`src/rtl/gauss_seq_ctrl.sv`:
```
// gauss_seq_ctrl
//
// Sequencer for the Gaussian noise peripheral. It watches the peripheral
// control register. On a software start request it produces a programmed
// number of approximately Gaussian samples and writes them to the sample
// memory. Each sample is the sum of 12 uniform 12-bit values taken from a
// 16-bit Galois LFSR, which is a central-limit approximation. The sum is
// centred on zero before it is stored. When the run is complete, the block
// writes the control register back with done set and start cleared.
//
// Control register layout: bit 0 start, bit 1 done, [15:8] sample count
// (0 means 256), [31:16] seed.
//
// Ports
//   clk        in   clock
//   rst        in   synchronous, active-high reset
//   ctrl_in    in   current control register value
//   ctrl_out   out  write-back value for the control register
//   ctrl_we    out  one-cycle strobe that writes ctrl_out into the register
//   mem_addr   out  sample memory write address (BASE_ADDR + index, wraps)
//   mem_wdata  out  signed sample, range -24570..+24570
//   mem_we     out  one-cycle sample memory write strobe
//   busy       out  high whenever the sequencer is not idle
//
// All outputs are registered.

module gauss_seq_ctrl #(
    parameter int ADDR_W    = 8,
    parameter int BASE_ADDR = 0
) (
    input  logic              clk,
    input  logic              rst,
    input  logic [31:0]       ctrl_in,
    output logic [31:0]       ctrl_out,
    output logic              ctrl_we,
    output logic [ADDR_W-1:0] mem_addr,
    output logic [31:0]       mem_wdata,
    output logic              mem_we,
    output logic              busy
);

    localparam logic [15:0]       LFSR_MASK   = 16'hB400;
    localparam logic [15:0]       SEED_SUBST  = 16'hACE1;
    localparam logic [3:0]        LAST_STEP   = 4'd11;
    localparam logic [ADDR_W-1:0] BASE        = ADDR_W'(BASE_ADDR);

    typedef enum logic [2:0] {
        S_IDLE,
        S_SEED,
        S_ACC,
        S_STORE,
        S_DONE
    } state_t;

    // One Galois step: right shift, then XOR in the tap mask when a 1 falls out.
    function automatic logic [15:0] lfsr_step(input logic [15:0] s);
        return (s >> 1) ^ (s[0] ? LFSR_MASK : 16'h0000);
    endfunction

    // The mean of 12 uniform 0..4095 values is 12*4095/2 = 24570.
    // Subtracting it makes the sum zero-mean.
    function automatic logic signed [31:0] center_sample(input logic [15:0] acc);
        return $signed({16'h0000, acc}) - 32'sd24570;
    endfunction

    state_t            state_q;
    logic [15:0]       seed_q;
    logic [7:0]        cnt_q;
    logic [7:0]        idx_q;
    logic [15:0]       lfsr_q;
    logic [15:0]       acc_q;
    logic [3:0]        step_q;

    logic [31:0]       ctrl_out_q;
    logic              ctrl_we_q;
    logic [ADDR_W-1:0] mem_addr_q;
    logic [31:0]       mem_wdata_q;
    logic              mem_we_q;
    logic              busy_q;

    logic [15:0]       lfsr_d;
    logic [15:0]       acc_d;
    logic [ADDR_W-1:0] addr_d;
    logic [15:0]       seed_eff;
    logic              trigger;
    logic              last_sample;
    logic              unused_ctrl_bits;

    // Datapath next values used by the FSM.
    assign lfsr_d      = lfsr_step(lfsr_q);
    assign acc_d       = acc_q + {4'h0, lfsr_d[11:0]};
    assign addr_d      = BASE + ADDR_W'(idx_q);
    // A zero seed would lock the LFSR at zero, so it is replaced.
    assign seed_eff    = (seed_q == 16'h0000) ? SEED_SUBST : seed_q;
    // The done bit has to be cleared before the next run can start.
    // This prevents a retrigger from a register value that still holds start.
    assign trigger     = ctrl_in[0] && !ctrl_in[1];
    // The count wraps in 8 bits, so a count field of 0 ends at idx 255.
    assign last_sample = (idx_q == (cnt_q - 8'd1));
    assign unused_ctrl_bits = ^ctrl_in[7:2];

    always_ff @(posedge clk) begin
        if (rst) begin
            state_q     <= S_IDLE;
            seed_q      <= '0;
            cnt_q       <= '0;
            idx_q       <= '0;
            lfsr_q      <= '0;
            acc_q       <= '0;
            step_q      <= '0;
            ctrl_out_q  <= '0;
            ctrl_we_q   <= 1'b0;
            mem_addr_q  <= '0;
            mem_wdata_q <= '0;
            mem_we_q    <= 1'b0;
            busy_q      <= 1'b0;
        end else begin
            case (state_q)
                S_IDLE: begin
                    if (trigger) begin
                        cnt_q   <= ctrl_in[15:8];
                        seed_q  <= ctrl_in[31:16];
                        idx_q   <= '0;
                        busy_q  <= 1'b1;
                        state_q <= S_SEED;
                    end
                end

                S_SEED: begin
                    lfsr_q  <= seed_eff;
                    acc_q   <= '0;
                    step_q  <= '0;
                    state_q <= S_ACC;
                end

                S_ACC: begin
                    lfsr_q <= lfsr_d;
                    acc_q  <= acc_d;
                    if (step_q == LAST_STEP) begin
                        // Register the store outputs here so that the
                        // write strobe lines up with the STORE state.
                        mem_we_q    <= 1'b1;
                        mem_addr_q  <= addr_d;
                        mem_wdata_q <= center_sample(acc_d);
                        state_q     <= S_STORE;
                    end else begin
                        step_q <= step_q + 4'd1;
                    end
                end

                S_STORE: begin
                    mem_we_q <= 1'b0;
                    if (last_sample) begin
                        // Write back the original seed and count, set done
                        // and clear start.
                        ctrl_we_q  <= 1'b1;
                        ctrl_out_q <= {seed_q, cnt_q, 6'b000000, 1'b1, 1'b0};
                        state_q    <= S_DONE;
                    end else begin
                        // The LFSR keeps running into the next sample.
                        idx_q   <= idx_q + 8'd1;
                        acc_q   <= '0;
                        step_q  <= '0;
                        state_q <= S_ACC;
                    end
                end

                S_DONE: begin
                    ctrl_we_q <= 1'b0;
                    busy_q    <= 1'b0;
                    state_q   <= S_IDLE;
                end

                default: begin
                    state_q <= S_IDLE;
                end
            endcase
        end
    end

    assign ctrl_out  = ctrl_out_q;
    assign ctrl_we   = ctrl_we_q;
    assign mem_addr  = mem_addr_q;
    assign mem_wdata = mem_wdata_q;
    assign mem_we    = mem_we_q;
    assign busy      = busy_q;

endmodule

```
`config.mk`:
```
export PLATFORM = sky130hd
export DESIGN_NAME = gauss_seq_ctrl
export DESIGN_NICKNAME = d
export VERILOG_FILES = /design/src/rtl/gauss_seq_ctrl.sv
export SDC_FILE = /design/constraint.sdc
export NUM_CORES = 1
export LEC_CHECK = 0
export ABC_AREA = 0
export CAP_MARGIN = 20
export CORE_ASPECT_RATIO = 1.4
export CORE_MARGIN = 8
export CORE_UTILIZATION = 53
export DETAILED_ROUTE_END_ITERATION = 16
export PLACE_DENSITY = 0.87
export SYNTH_ARGS = -nofsm -noshare
export SYNTH_HDL_FRONTEND = slang
export SYNTH_SLANG_ARGS = --single-unit
```
`constraint.sdc`:
```
create_clock -name clk -period 3.45 [get_ports clk]
set_input_delay 0.8625 -clock clk [delete_from_list [all_inputs] [get_ports clk]]
set_output_delay 0.8625 -clock clk [all_outputs]
set_load 0.02 [all_outputs]
```
==> impl_metrics.csv <==
group,metric,value,unit
run_status,status,"completed",
cells_and_area,area_delta_synth_final,24.40,%
power,power_frac_comb,9.0,%
cells_and_area,fin_nets,898,
timing,final-hold-violation-count,0,
power,seq_power_share,40.4,%
yosys,synthCells,784,
critical_path,start_kind,"flip-flop",
routing,drc,0,
cells_and_area,finalCoreUtilization,66.77,%
yosys,ys_seq_area_share,39.52,%
cells_and_area,diodes,0,
routing,final_antenna_net_count,0,
timing,setup_violations,0,
power,powerDensity,476.0,nW/um^2
floorplan,die_h,144.8,um
floorplan,start_util,53.67,%
clock_tree,cts_resized,0,
yosys,synth_top_flop_cell,"dfxtp_1",
clock_tree,clk_latency,0.42,ns
grt,first_global_vias,5746,
floorplan,ios,109,
yosys,synth_cell_types,59,
power,switching_share,24.79,%
routing,drt-initial-drc-count,406,
floorplan,dieWidth,108.0,um
grt,met3_usage,6.250,%
critical_path,path_cells,"ha_1 -> fa_1 -> a211o_1 -> a211o_4 -> a221oi_4 -> nand4_2 -> nor4_2 -> o211ai_1 -> and3b_1 -> o31a_1",
place,portBuffers,95,
critical_path,critical_path_required,3.77,ns
clock_tree,ctsHtreeMaxLevel,4,
grt,grt_use_met1,22.52,%
timing,finalClockSkew,0.005986,ns
routing,viasPerCell,5.826,
grt,antenna_found_initial,0,
timing,min_period,3.161,ns
critical_path,worstPathArrival,3.48,ns
place,dpl-instance-area,7186,sq um
power,p_leak,2.754,nW
flow_run,drv_cap,0,
grt,grt_overflow_total,0,
cells_and_area,stdcell_count,1006,
worst_hold_path,whs_path_depth,2,
clock_tree,cts_hold_repair.buffers,0,
routing,via_count,5861,
place,place_inst,974,
floorplan,core,11700,sq um
critical_path,critical_path_class,"flip-flop to flip-flop",
grt,grt_busiest_layer,"met2",
yosys,synth_seq_cells,124,
place,globalplace.congestion,0.9030,
timing,fin_crit_sh,91.61,%
timing,relSlewSlack,43.42,%
clock_tree,clockBufferDepth,2,
yosys,yosys_warnings,0,
worst_hold_path,min_path_type,"flip-flop to flip-flop",
power,intPower,2.797,mW
floorplan,rows,47,
timing,tightest_slew,0.8467,ns
routing,routedWlPerCell,16.19,um
grt,grt_pass1_wl,27030,um
critical_path,r2r_cells,10,
clock_tree,clk_pin_slew,0.06,ns
clock_tree,cts_tree,"done",
grt,grt_util_all_layers,21.47,%
place,dpl.hpwl,11400,um
routing,firstDrtPassIters,6,
clock_tree,clock_sinks,124,
clock_tree,post_cts_buffers,0,
power,power.share.clock,50.6,%
cells_and_area,layout-drive-gt1-share,7.218,%
grt,grt_max_degree,77,
timing,max_freq,316.4,MHz
timing,holdWs,0.4473,ns
routing,drt_wl_total,16290,um
floorplan,die_area,15640,sq um
power,ir_drop,0.0004264,V
power,switching_power,0.9219,mW
critical_path,cp-end-kind,"flip-flop",
grt,grtUsageMet2,37.60,%
yosys,async_flop_share,0,%
critical_path,cp_slowest_cell,"fa_1",
timing,tns,0,ns
yosys,syn_area_per_cell,8.012,sq um
timing,slew_violations,0,
yosys,synth-edff-count,0,
timing,grt_setup_unrepaired,"no",
cells_and_area,final_cell_area,7814,sq um
critical_path,cpPeakStageDelay,0.44,ns
yosys,synth_area,6281,sq um
critical_path,cp_max_fo,5,
clock_tree,cts_root_buf,"clkbuf_16",
clock_tree,cts_buffers,17,
-- registers in the layout, summed over array words and instances, names as in the netlist, 8 cells and up --
name / count
cnt_q: 8
seed_q: 16
mem_addr: 8
ctrl_out: 25
acc_q: 16
idx_q: 8
lfsr_q: 16
mem_wdata: 17
-- synth_stat cells, drive strengths merged, types with 2 or more instances --
cell type	number	share of area, %
o211a	3	0.48
a311oi	5	0.70
ha	17	3.4
mux2i	2	0.32
inv	9	0.54
nor4	6	0.70
o211ai	10	1.2
clkbuf	42	2.5
xor2	8	1.1
a22oi	13	1.6
a211oi	25	3.1
a21oi	91	7.3
o21a	10	1.2
a221oi	3	0.70
xnor2	28	3.9
a2111oi	2	0.88
nor2	72	4.3
nand4	7	0.80
o221ai	8	1.1
a221o	2	0.32
a211o	7	1.1
a21o	8	0.96
or3	3	0.30
and3	6	0.60
dfxtp	124	40
nor3b	4	0.56
nand3b	3	0.36
buf	29	3.2
a21boi	3	0.36
nand2	153	9.1
and2	8	0.80
nand3	16	1.3
nor2b	4	0.40
nand2b	3	0.30
o21ai	11	0.94
nor3	26	2.3
-- power by group through the flow --
stage / sequential (mW) / combinational [mW] / clock, mW
after floorplan: 1.52 / 0.243 / 0
after global placement: 1.53 / 0.317 / 0
after detailed placement: 1.53 / 0.326 / 0
after CTS: 1.50 / 0.331 / 1.90
after global routing: 1.51 / 0.369 / 1.96
final: 1.50 / 0.335 / 1.88
-- metal layers --
layer	up-vias	share of wire (%)	wire, um
li1	2859	-	-
met1	2763	39	6331
met2	184	51	8385
met3	55	5.7	921
met4	0	4.0	648
met5	-	0	0
-- cells by family (layout without fill, tap and decap cells) --
family,Yosys count,in the layout,share of synthesized area (%)
XOR/XNOR,36,36,5.020
other,1,7,0.05970
AO/OA/AOI/OAI,209,209,22.91
multiplexers,2,2,0.3187
buffers and inverters,80,149,6.235
AND/OR/NAND/NOR,314,314,22.23
flip-flops,124,124,39.52
adder cells (fa/ha/maj),18,18,3.705
-- worst max-delay path, delay by kind of cell (launching register included) --
| family | cells | cell delay (ns) |
|---|---|---|
| AO/OA/AOI/OAI | 5 | 1.49 |
| adder cells (fa/ha/maj) | 2 | 0.67 |
| AND/OR/NAND/NOR | 3 | 0.58 |
| flip-flops | 1 | 0.31 |
-- layout by cell type, fill, tap and decap left out, types with 5 or more instances in the layout --
cell and count:
dfxtp_1 124, a311oi_1 5, nor3_1 22, xor2_1 8
and3_1 6, a21oi_1 91, a21o_1 8, nor4_1 5
clkbuf_16 17, inv_1 9, a22oi_1 13, and2_1 8
o21ai_0 10, conb_1 7, nor2_1 72, nand2_1 153
ha_1 17, buf_4 14, a211o_1 6, o21a_1 9
xnor2_1 28, o221ai_1 8, o211ai_1 10, nand3_1 16
clkdlybuf4s50_1 94, a211oi_1 24, nand4_1 6
-- through the flow --
| stage | power (mW) | setup slack, ns |
|---|---|---|
| 2_1_floorplan | 1.763 | 0.5688 |
| 3_3_place_gp | 1.849 | 0.3448 |
| 3_5_place_dp | 1.859 | 0.3153 |
| 4_1_cts | 3.732 | 0.2932 |
| 5_1_grt | 3.836 | 0.03771 |
| 6_report | 3.719 | 0.2895 |
-- layout make-up --
class / instances / area (sq um)
clock buffers: 20 / 466.7
clock inverters: 12 / 161.4
fillers: 926 / 3889
inverters: 9 / 33.78
multi-input cells: 586 / 3440
flip-flops and latches: 124 / 2482
well taps: 147 / 183.9
repair buffers: 108 / 1046
-- path summary, 6_finish.rpt --
kind | start | end | slack (ns)
hold reg to reg | mem_wdata[3] | mem_wdata[3] | 0.45
setup / recovery | acc_q[0] | mem_wdata[15] | 0.29
hold / removal | mem_wdata[3] | mem_wdata[3] | 0.45
setup reg to reg | acc_q[0] | mem_wdata[15] | 0.29
Power figures use the tool's default switching activity.
